File: config.mk
export PLATFORM = sky130hd
export DESIGN_NAME = alu_issue_ctrl
export DESIGN_NICKNAME = d
export VERILOG_FILES = /design/src/rtl/alu_issue_ctrl.sv
export SDC_FILE = /design/constraint.sdc
export NUM_CORES = 1
export LEC_CHECK = 0
export ABC_AREA = 1
export CORE_AREA = 3 3 100 121
export CTS_CLUSTER_DIAMETER = 100
export DETAILED_ROUTE_END_ITERATION = 12
export DIE_AREA = 0 0 103 124
export HOLD_SLACK_MARGIN = 0.02
export PLACE_DENSITY = 0.93
export RECOVER_POWER = 100
export SETUP_SLACK_MARGIN = 0.4
export SYNTH_ARGS = -nofsm -noshare
export SYNTH_HDL_FRONTEND = slang
export SYNTH_SLANG_ARGS = --single-unit
File: constraint.sdc
create_clock -name clk -period 2.27 [get_ports clk]
set_input_delay 0.454 -clock clk [delete_from_list [all_inputs] [get_ports clk]]
set_output_delay 0.454 -clock clk [all_outputs]
set_load 0.02 [all_outputs]
File: src/rtl/alu_issue_ctrl.sv
// Requester side of the ALU: decodes an RV32 instruction into ALUControl and an
// operand pair, drives the external combinational ALU, and returns a registered result.
//
// state | meaning
// IDLE  | ready for a new instruction; operands/ctrl captured on handshake
// EXEC  | ALU evaluating issued operands; result/zero captured at end of cycle
// DONE  | result presented with out_valid until the consumer accepts it
module alu_issue_ctrl #(
    parameter int WIDTH = 32
) (
    input  logic             clk,
    input  logic             rst_n,
    input  logic             in_valid,
    output logic             in_ready,
    input  logic [31:0]      instr,
    input  logic [WIDTH-1:0] rs1_val,
    input  logic [WIDTH-1:0] rs2_val,
    output logic [WIDTH-1:0] alu_a,
    output logic [WIDTH-1:0] alu_b,
    output logic [2:0]       alu_ctrl,
    input  logic [WIDTH-1:0] alu_result,
    input  logic             alu_zero,
    output logic             out_valid,
    input  logic             out_ready,
    output logic [WIDTH-1:0] result,
    output logic             branch_taken,
    output logic             illegal
);

    typedef enum logic [1:0] {
        IDLE = 2'd0,
        EXEC = 2'd1,
        DONE = 2'd2
    } state_t;

    localparam logic [6:0] OP_R      = 7'b0110011;
    localparam logic [6:0] OP_I      = 7'b0010011;
    localparam logic [6:0] OP_LOAD   = 7'b0000011;
    localparam logic [6:0] OP_STORE  = 7'b0100011;
    localparam logic [6:0] OP_BRANCH = 7'b1100011;

    localparam logic [2:0] CTRL_ADD = 3'b000;
    localparam logic [2:0] CTRL_SUB = 3'b001;
    localparam logic [2:0] CTRL_AND = 3'b010;
    localparam logic [2:0] CTRL_OR  = 3'b011;
    localparam logic [2:0] CTRL_SLT = 3'b100;
    localparam logic [2:0] CTRL_CMP = 3'b101;
    localparam logic [2:0] CTRL_ILL = 3'b111;

    state_t           state_q;
    logic [WIDTH-1:0] alu_a_q;
    logic [WIDTH-1:0] alu_b_q;
    logic [2:0]       alu_ctrl_q;
    logic [WIDTH-1:0] result_q;
    logic             out_valid_q;
    logic             branch_taken_q;
    logic             illegal_q;
    logic             is_beq_q;
    logic             is_bne_q;
    logic             is_ill_q;

    logic [WIDTH-1:0] imm_i;
    logic [WIDTH-1:0] imm_s;
    logic [2:0]       ctrl_d;
    logic [WIDTH-1:0] alu_b_d;
    logic             is_beq_d;
    logic             is_bne_d;
    logic             is_ill_d;
    logic [2:0]       funct3;
    logic             unused_instr;

    assign funct3       = instr[14:12];
    assign unused_instr = ^instr[19:15];
    assign imm_i        = {{(WIDTH-11){instr[31]}}, instr[30:20]};
    assign imm_s        = {{(WIDTH-11){instr[31]}}, instr[30:25], instr[11:7]};

    always_comb begin
        ctrl_d   = CTRL_ILL;
        alu_b_d  = rs2_val;
        is_beq_d = 1'b0;
        is_bne_d = 1'b0;
        unique case (instr[6:0])
            OP_R: begin
                unique case (funct3)
                    3'b000:  ctrl_d = instr[30] ? CTRL_SUB : CTRL_ADD;
                    3'b111:  ctrl_d = CTRL_AND;
                    3'b110:  ctrl_d = CTRL_OR;
                    3'b010:  ctrl_d = CTRL_SLT;
                    default: ctrl_d = CTRL_ILL;
                endcase
            end
            OP_I: begin
                alu_b_d = imm_i;
                unique case (funct3)
                    3'b000:  ctrl_d = CTRL_ADD;
                    3'b111:  ctrl_d = CTRL_AND;
                    3'b110:  ctrl_d = CTRL_OR;
                    3'b010:  ctrl_d = CTRL_SLT;
                    default: ctrl_d = CTRL_ILL;
                endcase
            end
            OP_LOAD: begin
                ctrl_d  = CTRL_ADD;
                alu_b_d = imm_i;
            end
            OP_STORE: begin
                ctrl_d  = CTRL_ADD;
                alu_b_d = imm_s;
            end
            OP_BRANCH: begin
                if (funct3 == 3'b000) begin
                    ctrl_d   = CTRL_CMP;
                    is_beq_d = 1'b1;
                end else if (funct3 == 3'b001) begin
                    ctrl_d   = CTRL_CMP;
                    is_bne_d = 1'b1;
                end
            end
            default: ctrl_d = CTRL_ILL;
        endcase
        is_ill_d = (ctrl_d == CTRL_ILL);
    end

    always_ff @(posedge clk or negedge rst_n) begin
        if (!rst_n) begin
            state_q        <= IDLE;
            alu_a_q        <= '0;
            alu_b_q        <= '0;
            alu_ctrl_q     <= CTRL_ADD;
            result_q       <= '0;
            out_valid_q    <= 1'b0;
            branch_taken_q <= 1'b0;
            illegal_q      <= 1'b0;
            is_beq_q       <= 1'b0;
            is_bne_q       <= 1'b0;
            is_ill_q       <= 1'b0;
        end else begin
            case (state_q)
                IDLE: begin
                    if (in_valid) begin
                        alu_a_q    <= rs1_val;
                        alu_b_q    <= alu_b_d;
                        alu_ctrl_q <= ctrl_d;
                        is_beq_q   <= is_beq_d;
                        is_bne_q   <= is_bne_d;
                        is_ill_q   <= is_ill_d;
                        state_q    <= EXEC;
                    end
                end
                EXEC: begin
                    // Illegal ops still complete the handshake, but never leak ALU output.
                    result_q       <= is_ill_q ? '0 : alu_result;
                    branch_taken_q <= (is_beq_q & alu_zero) | (is_bne_q & ~alu_zero);
                    illegal_q      <= is_ill_q;
                    out_valid_q    <= 1'b1;
                    state_q        <= DONE;
                end
                DONE: begin
                    if (out_ready) begin
                        out_valid_q    <= 1'b0;
                        branch_taken_q <= 1'b0;
                        illegal_q      <= 1'b0;
                        state_q        <= IDLE;
                    end
                end
                default: state_q <= IDLE;
            endcase
        end
    end

    assign in_ready     = (state_q == IDLE);
    assign alu_a        = alu_a_q;
    assign alu_b        = alu_b_q;
    assign alu_ctrl     = alu_ctrl_q;
    assign result       = result_q;
    assign out_valid    = out_valid_q;
    assign branch_taken = branch_taken_q;
    assign illegal      = illegal_q;

endmodule

* Word-level counts from Yosys, hierarchy flattened
Cells that the tools add are included.
** Word-level totals
- Bits in registers :: 107
- Input bits :: 133
- Output and inout bits :: 103
** Operators by class
- Equal/unequal tests :: 14
- Multiplexer cells :: 20
- Bitwise operators :: 4
- Reductions and logical operators :: 8
** Operators by type and width (count)
- $pmux W32 S2 :: 1
- $pmux W3 S4 :: 3
- $mux W32 :: 1
- $eq A7 B6 Y1 const B :: 2
- $eq A3 B3 Y1 const B :: 3
- $mux W2 :: 4
- $eq A7 B2 Y1 const B :: 1
- $eq A7 B5 Y1 const B :: 1
- $eq A7 B7 Y1 const B :: 1
- $mux W1 :: 7
- $pmux W1 S2 :: 3
- $pmux W2 S3 :: 1
- $reduce_and A2 Y1 :: 3
- $ne A2 B2 Y1 const B :: 2
- $reduce_or A2 Y1 :: 2
- $eq A3 B1 Y1 const B :: 1
- $eq A3 B2 Y1 const B :: 1
- $logic_not A3 Y1 :: 1
- $and A1 B1 Y1 :: 2
- $eq A2 B1 Y1 const B :: 1
- $eq A2 B2 Y1 const B :: 1
- $logic_not A2 Y1 :: 1
- $reduce_bool A2 Y1 :: 1
- $not A1 Y1 :: 1
- $or A1 B1 Y1 :: 1

* Logic depth before layout (Yosys ltp)
Gate-level depths: netlist (run 1).
- Word-level depth :: 5
- Gate-level depth with buffers :: 10

* Least setup slack after synthesis (run 1)
OpenSTA, ideal clock, no wires.
- Path type :: register -> register
- Start point :: reg state_q[1]
- End point :: reg alu_b_q[10], in the netlist alu_b[10]
- Arrival :: 1.252 ns
- Required time :: 2.153 ns
- Setup slack :: 0.901 ns
- Stages on the path, launching flop included :: 7
- Cell sequence :: dfrtp_1 > nor2_2 > nand2_1 > buf_4 > buf_2 > nand2_1 > nand2_1
** Between the ends
- Word-level cells in the longest chain between the ends :: 2
** Ends and longest elaborated chain
- start: declaration :: RTL line 50 : state_t state_q;
- start signal: assignment :: RTL line 126 : state_q <= IDLE;
- start signal: assignment :: RTL line 147 : state_q <= EXEC;
- start signal: assignment :: RTL line 156 : state_q <= DONE;
- $logic_not A2 Y1
- via in_ready :: RTL line 14 : output logic in_ready,
- $reduce_and A2 Y1 (no source line)
- end signal: assignment :: RTL line 142 : alu_b_q <= alu_b_d;
- end: declaration :: RTL line 52 : logic [WIDTH-1:0] alu_b_q;
The timed path passes the listed nets, and every way through them passes these cells.
A chain may end at the register's enable or synchronous reset.

* Final worst setup path (run 1)
- Start point :: in instr[0]
- End point :: reg alu_b_q[6], in the netlist alu_b[6]
** Between the ends
- Word-level cells in the longest chain between the ends :: 3
- Elaborated cells on any way between the ends :: 5
- Those cells by class :: 3 x eq/ne; 1 x mux; 1 x reduce/logical
** Ends and longest elaborated chain
- start: declaration :: RTL line 15 : input logic [31:0] instr,
- $eq A7 B5 Y1 / $eq A7 B2 Y1 (equally long branches) :: RTL line 82 : unique case (instr[6:0])
- $reduce_or A2 Y1 (no source line)
- $pmux W32 S2 (*) :: RTL line 82
Every way passes the cells marked *; elsewhere a longest branch is shown, timed or not.

==> results of run 1 <==
## metrics by stage
stage	power, mW	util (%)
detailed placement	8.368	64.31
CTS	9.896	66.88
global route	10.03	66.41
global placement	8.213	64.31
floorplan	5.783	-
finish	9.389	66.41
## state kept, by name, summed over array words and instances, names as in the netlist
register and cells:
out_valid 1, alu_ctrl 3, is_bne_q 1, is_ill_q 1
alu_a 32, branch_taken 1, alu_b 32, state_q 2
illegal 1, is_beq_q 1, result 32
## layout make-up
class	count	area (um^2)	area share, %
multi-input combinational	422	1704	23.25
tap	132	165.2	2.254
sequential	107	2678	36.54
clock inverter	6	46.29	0.6317
clock buffer	10	239.0	3.261
inverter	27	101.3	1.383
timing repair buffer	241	2395	32.68
## metal layers
layer,up-vias,wire length (um),part of all wire (%)
met2,183,7095,51
met5,-,27,0.19
li1,2252,-,-
met3,36,1185,8.5
met1,2080,5237,38
met4,4,400,2.9
## placed cells by master, fill, tap and decap left out, drive strengths merged
cell type and count:
nand4 1, clkinv 2, dlygate4sd2 1, inv 30
a21oi 8, dlygate4sd3 103, nand2 334, a21o 1
clkinvlp 1, o21ai 9, clkdlybuf4s50 125, nand3 52
nor2 16, dfrtp 107, clkbuf 14, nor3 1
buf 8
## worst paths after layout
check	endpoint	slack (ns)	from
max	alu_b[6]$_DFFE_PN0P_	0.39	instr[0]
min	result[29]$_DFFE_PN0P_	0.03	rst_n
max reg2reg	is_beq_q$_DFFE_PN0P_	0.68	state_q[1]$_DFFE_PN0P_
min reg2reg	alu_b[25]$_DFFE_PN0P_	0.47	alu_b[25]$_DFFE_PN0P_
max in group asynchronous	alu_b[1]$_DFFE_PN0P_	0.66	rst_n
min in group clk	alu_b[25]$_DFFE_PN0P_	0.47	alu_b[25]$_DFFE_PN0P_
## report_power, final
group	internal [mW]	switching, mW	total, mW	leakage, nW
sequential	2.81	0.450	3.26	1.35
clock	0.787	0.705	1.49	0.141
combinational	1.89	2.74	4.63	2.40
total	5.50	3.89	9.39	3.89
## kinds of logic (layout without fill, tap and decap cells)
kind of cell	after synthesis	after routing	synth area share (%)
simple gates	404	404	34.53
compound gates	18	18	2.374
flops	107	107	57.10
buf+inv	58	284	6.003
## repair_timing
item	CTS	global route
setup endpoints to repair	1	0
gates resized for setup	1	0
hold buffers	0	0
==> impl_metrics.ini, run 1 <==
[cts]
cts.htree.levels = 3
cts_tree = yes
clk_latency_ns = 0.34
cts_sinks = 107
clk_pin_slew_ns = 0.08
post_cts_buffers = 0
root_buffer = clkbuf_16
cts_max_path_buffers = 2
numCtsBuffers = 9

[synthesis]
synth-async-reset-ratio_pct = 100.0
synth.most_common_cell = nand2_1
synth_nets = 720
synthFlopType = dfrtp_1
syn_area_per_cell_um2 = 7.989
yosysSeqAreaShare_pct = 57.10
synth_top_cell_by_area = dfrtp_1
syn_area_um2 = 4689
synth_top_area_share_pct = 57.10
ys_ff_latch = 107
synth_edf_count = 0
ys_top_cells_by_count = 332 x nand2_1, 107 x dfrtp_1, 51 x nand3_1
yosysUniqueCellTypes = 22
synth_cells = 587
synth_area_leaders = dfrtp_1 57%, nand2_1 27%, nand3_1 5.4%
yosys_warnings = 0

[routing]
drt-total-wl_mm = 13.95
drtIter0Drc = 160
drc = 0
vias_per_cell = 4.820
wire_per_inst_um = 14.76
detail-route-antenna-nets = 0
via_count = 4555
dr.pass1.iters = 4

[floorplanning]
core_um2 = 11040
placementRows = 42
die_x_um = 103
die_h_um = 124
io_pins = 236
initial_core_util_pct = 42.49
dieArea_um2 = 12770

[cells_and_area]
areaGrowthSynthToFinish_pct = 56.27
n_antenna_cell = 0
num-nets-final = 941
finish.instance_area_um2 = 7328
nFillCells = 865
final_cells = 945
drive_above_1_share_pct = 4.059

[grt]
grt_pass1_vias = 4398
grt_use_met2_pct = 36.76
antenna_found_initial = 2
grt_max_degree = 76
track_usage_pct = 21.21
grt_use_met3_pct = 6.499
grt_pass1_wl_mm = 21.24
grt.busiest_layer = met2
gr-total-overflow = 0
grt.met1_usage_pct = 24.48

[placement]
io_buffers = 230
dp_slack_ns = 0.3410
placed_cells = 929
dp_hpwl_mm = 10.38
detailed_place.area_um2 = 7097
place.gp.congestion = 0.7955

[critical_path]
cpMaxStageDelayCell = dlygate4sd3_1
crit_fanout = 19
cp_top_family = buffers and inverters
cpMostUsedCell = nand2_1
max_stage_delay_ns = 0.53
end_kind = register
start_kind = input port
worst-path-buf-inv = 2
cp_num_cells = 8
cp_cell_sequence = dlygate4sd3_1, nand2_1, nor2_8, nand3_1, clkbuf_2, nand2_1, nand2_1, o21ai_0
r2r_cells = 6
cp_data_arrival_time_ns = 2.14
cp_data_required_time_ns = 2.52
worst-setup-path-type = in -> reg

[timing]
fin_skew_ns = 0.008863
min_period_over_period_pct = 82.99
final-max-slew-violation-count = 0
period_needed_ns = 1.884
max_slew_margin_pct = 15.50
setup_tns_ns = 0
hold_viol = 0
fmax_mhz = 530.8
setup_violations = 0
rsz0062_at_grt = false
fin_hold_ws_ns = 0.03246
worstMarginPinSlew_ns = 1.267
finalWorstSetupSlack_ns = 0.3861

[pwr]
leakage_nw = 3.887
ir_drop_mv = 0.6183
cellPowerDensity_nw_per_um2 = 1281

[run_status]
outcome = complete, no violations

[min_path]
min_path_type = in -> async

[job]
max_cap_viol_count = 0
Power figures use the tool's default switching activity.
==> inputs of run 2 (changes only) <==
--- a/config.mk
+++ b/config.mk
@@ -6,12 +6,12 @@
 export NUM_CORES = 1
 export LEC_CHECK = 0
 export ABC_AREA = 1
-export CORE_AREA = 3 3 100 121
+export CORE_AREA = 3 3 109 132
 export CTS_CLUSTER_DIAMETER = 100
 export DETAILED_ROUTE_END_ITERATION = 12
-export DIE_AREA = 0 0 103 124
+export DIE_AREA = 0 0 112 135
 export HOLD_SLACK_MARGIN = 0.02
-export PLACE_DENSITY = 0.93
+export PLACE_DENSITY = 0.84
 export RECOVER_POWER = 100
 export SETUP_SLACK_MARGIN = 0.4
 export SYNTH_ARGS = -nofsm -noshare
==> constraint.sdc (replaced) <==
create_clock -name clk -period 1.55 [get_ports clk]
set_input_delay 0.31 -clock clk [delete_from_list [all_inputs] [get_ports clk]]
set_output_delay 0.31 -clock clk [all_outputs]
set_load 0.02 [all_outputs]
==> impl_metrics.ini, run 2 (same netlist as run 1, synthesis figures left out) <==
[critical_path]
cpMaxStageDelayCell = dfrtp_2
crit_fanout = 8
start_kind = register
cp_data_required_time_ns = 1.83
worst-setup-path-type = reg -> reg
end_kind = register
max_stage_delay_ns = 0.42
cp_data_arrival_time_ns = 1.70
rrSetupSlack_ns = 0.13
cp_cell_sequence = nor2_4, nand2_4, clkinv_8, buf_12, clkbuf_2, nand2_2, nand2_1

[cts]
cts_sinks = 107
cts_max_path_buffers = 2
clk_pin_slew_ns = 0.08
cts.htree.levels = 3
numCtsBuffers = 9
cts_tree = yes
root_buffer = clkbuf_16
clk_latency_ns = 0.34

[grt]
grt_pass1_wl_mm = 23.56
gr-total-overflow = 0
track_usage_pct = 19.11
antenna_found_initial = 0
grt_pass1_vias = 4808
grt_max_degree = 38

[cells_and_area]
n_antenna_cell = 0
nFillCells = 1102
final_common_cell = nand2_1
multi_input_area_um2 = 1999
final_cells = 1076
regArea_um2 = 2679
drive_above_1_share_pct = 20.81
num-nets-final = 1036
areaGrowthSynthToFinish_pct = 72.33
finish.instance_area_um2 = 8082
layout_common_cells = 289 x nand2_1, 117 x clkdlybuf4s50_1, 111 x clkbuf_1

[pwr]
ir_drop_mv = 0.8447
leakage_nw = 4.201
cellPowerDensity_nw_per_um2 = 1902

[routing]
via_count = 5138
drt-total-wl_mm = 17.97
vias_per_cell = 4.775
detail-route-antenna-nets = 0
drc = 0
dr.pass1.iters = 5
drtIter0Drc = 240
wire_per_inst_um = 16.70

[timing]
min_period_over_period_pct = 91.35
setup_violations = 0
finalWorstSetupSlack_ns = 0.1340
rsz0062_at_grt = true
worstMarginPinSlew_ns = 0.8986
period_needed_ns = 1.416
fin_skew_ns = 0.01132
hold_viol = 0
max_slew_margin_pct = 40.09
final-max-slew-violation-count = 0
fmax_mhz = 706.2
setup_tns_ns = 0

[floorplanning]
io_pins = 236
die_x_um = 112
die_h_um = 135
dieArea_um2 = 15120
placementRows = 46
core_um2 = 13180
initial_core_util_pct = 35.58

[placement]
detailed_place.area_um2 = 7377
place.gp.congestion = 0.7776
dp_hpwl_mm = 9.947
io_buffers = 230
dp_slack_ns = -0.2321
placed_cells = 977

[min_path]
min_path_type = in -> reg

[run_status]
outcome = complete, no violations

[job]
max_cap_viol_count = 0
## run 2: layer usage
| metal | part of all wire, % | vias to the layer above | GRT usage [%] |
|---|---|---|---|
| li1 | - | 2429 | - |
| met1 | 38 | 2443 | 22.35 |
| met2 | 53 | 222 | 34.33 |
| met3 | 6.3 | 44 | 3.989 |
| met4 | 3.1 | 0 | 7.415 |
| met5 | 0 | - | 0 |
## run 2: final timing paths
| path | from | endpoint | cells past startpoint |
|---|---|---|---|
| max | state_q[1]$_DFFE_PN0P_ | alu_a[14]$_DFFE_PN0P_ | 7 |
| min | instr[13] | is_bne_q$_DFFE_PN0P_ | 4 |
| max reg2reg | state_q[1]$_DFFE_PN0P_ | alu_a[14]$_DFFE_PN0P_ | 7 |
| min reg2reg | out_valid$_DFFE_PN0P_ | out_valid$_DFFE_PN0P_ | 2 |
| max in group asynchronous | rst_n | result[6]$_DFFE_PN0P_ | 3 |
| min in group asynchronous | rst_n | result[18]$_DFFE_PN0P_ | 2 |
## run 2: cell type report
cell class                      count  share of cell area (%)
Inverter                           27                   1.827
Tap cell                          168                   2.601
Timing Repair Buffer              336                   33.63
Sequential cell                   107                   33.15
Multi-Input combinational cell    422                   24.74
Clock buffer                       11                   3.004
Clock inverter                      5                   1.053
## run 2: repair_timing
action,4_1_cts,5_1_grt
pin swaps,4,44
hold endpoints to repair,27,0
buffers inserted,23,42
resized for setup,638,111
gates cloned,2,15
endpoints found under the setup margin,200,209
hold buffers,1,0
## run 2: stage by stage
step                      hold WS [ns]  total power [mW]  util, %
after floorplan                0.01441             8.676        -
after global placement          0.2872             12.25    55.97
after detailed placement        0.2916             12.41    55.97
after CTS                       0.4563             15.98    61.57
after global routing            0.3802             16.23    61.32
final                           0.3338             15.37    61.32
## run 2: where the power goes
group | internal (mW) | leakage, nW | switching [mW]
sequential | 4.13 | 1.34 | 0.746
combinational | 3.09 | 2.70 | 4.88
clock | 1.47 | 0.156 | 1.06
total | 8.69 | 4.20 | 6.68
## run 2: critical path, delay by kind of cell, from the launching register on
kind                   cells  cell delay (ns)
buffers and inverters      3             0.50
AND/OR/NAND/NOR            4             0.44
flip-flops                 1             0.42
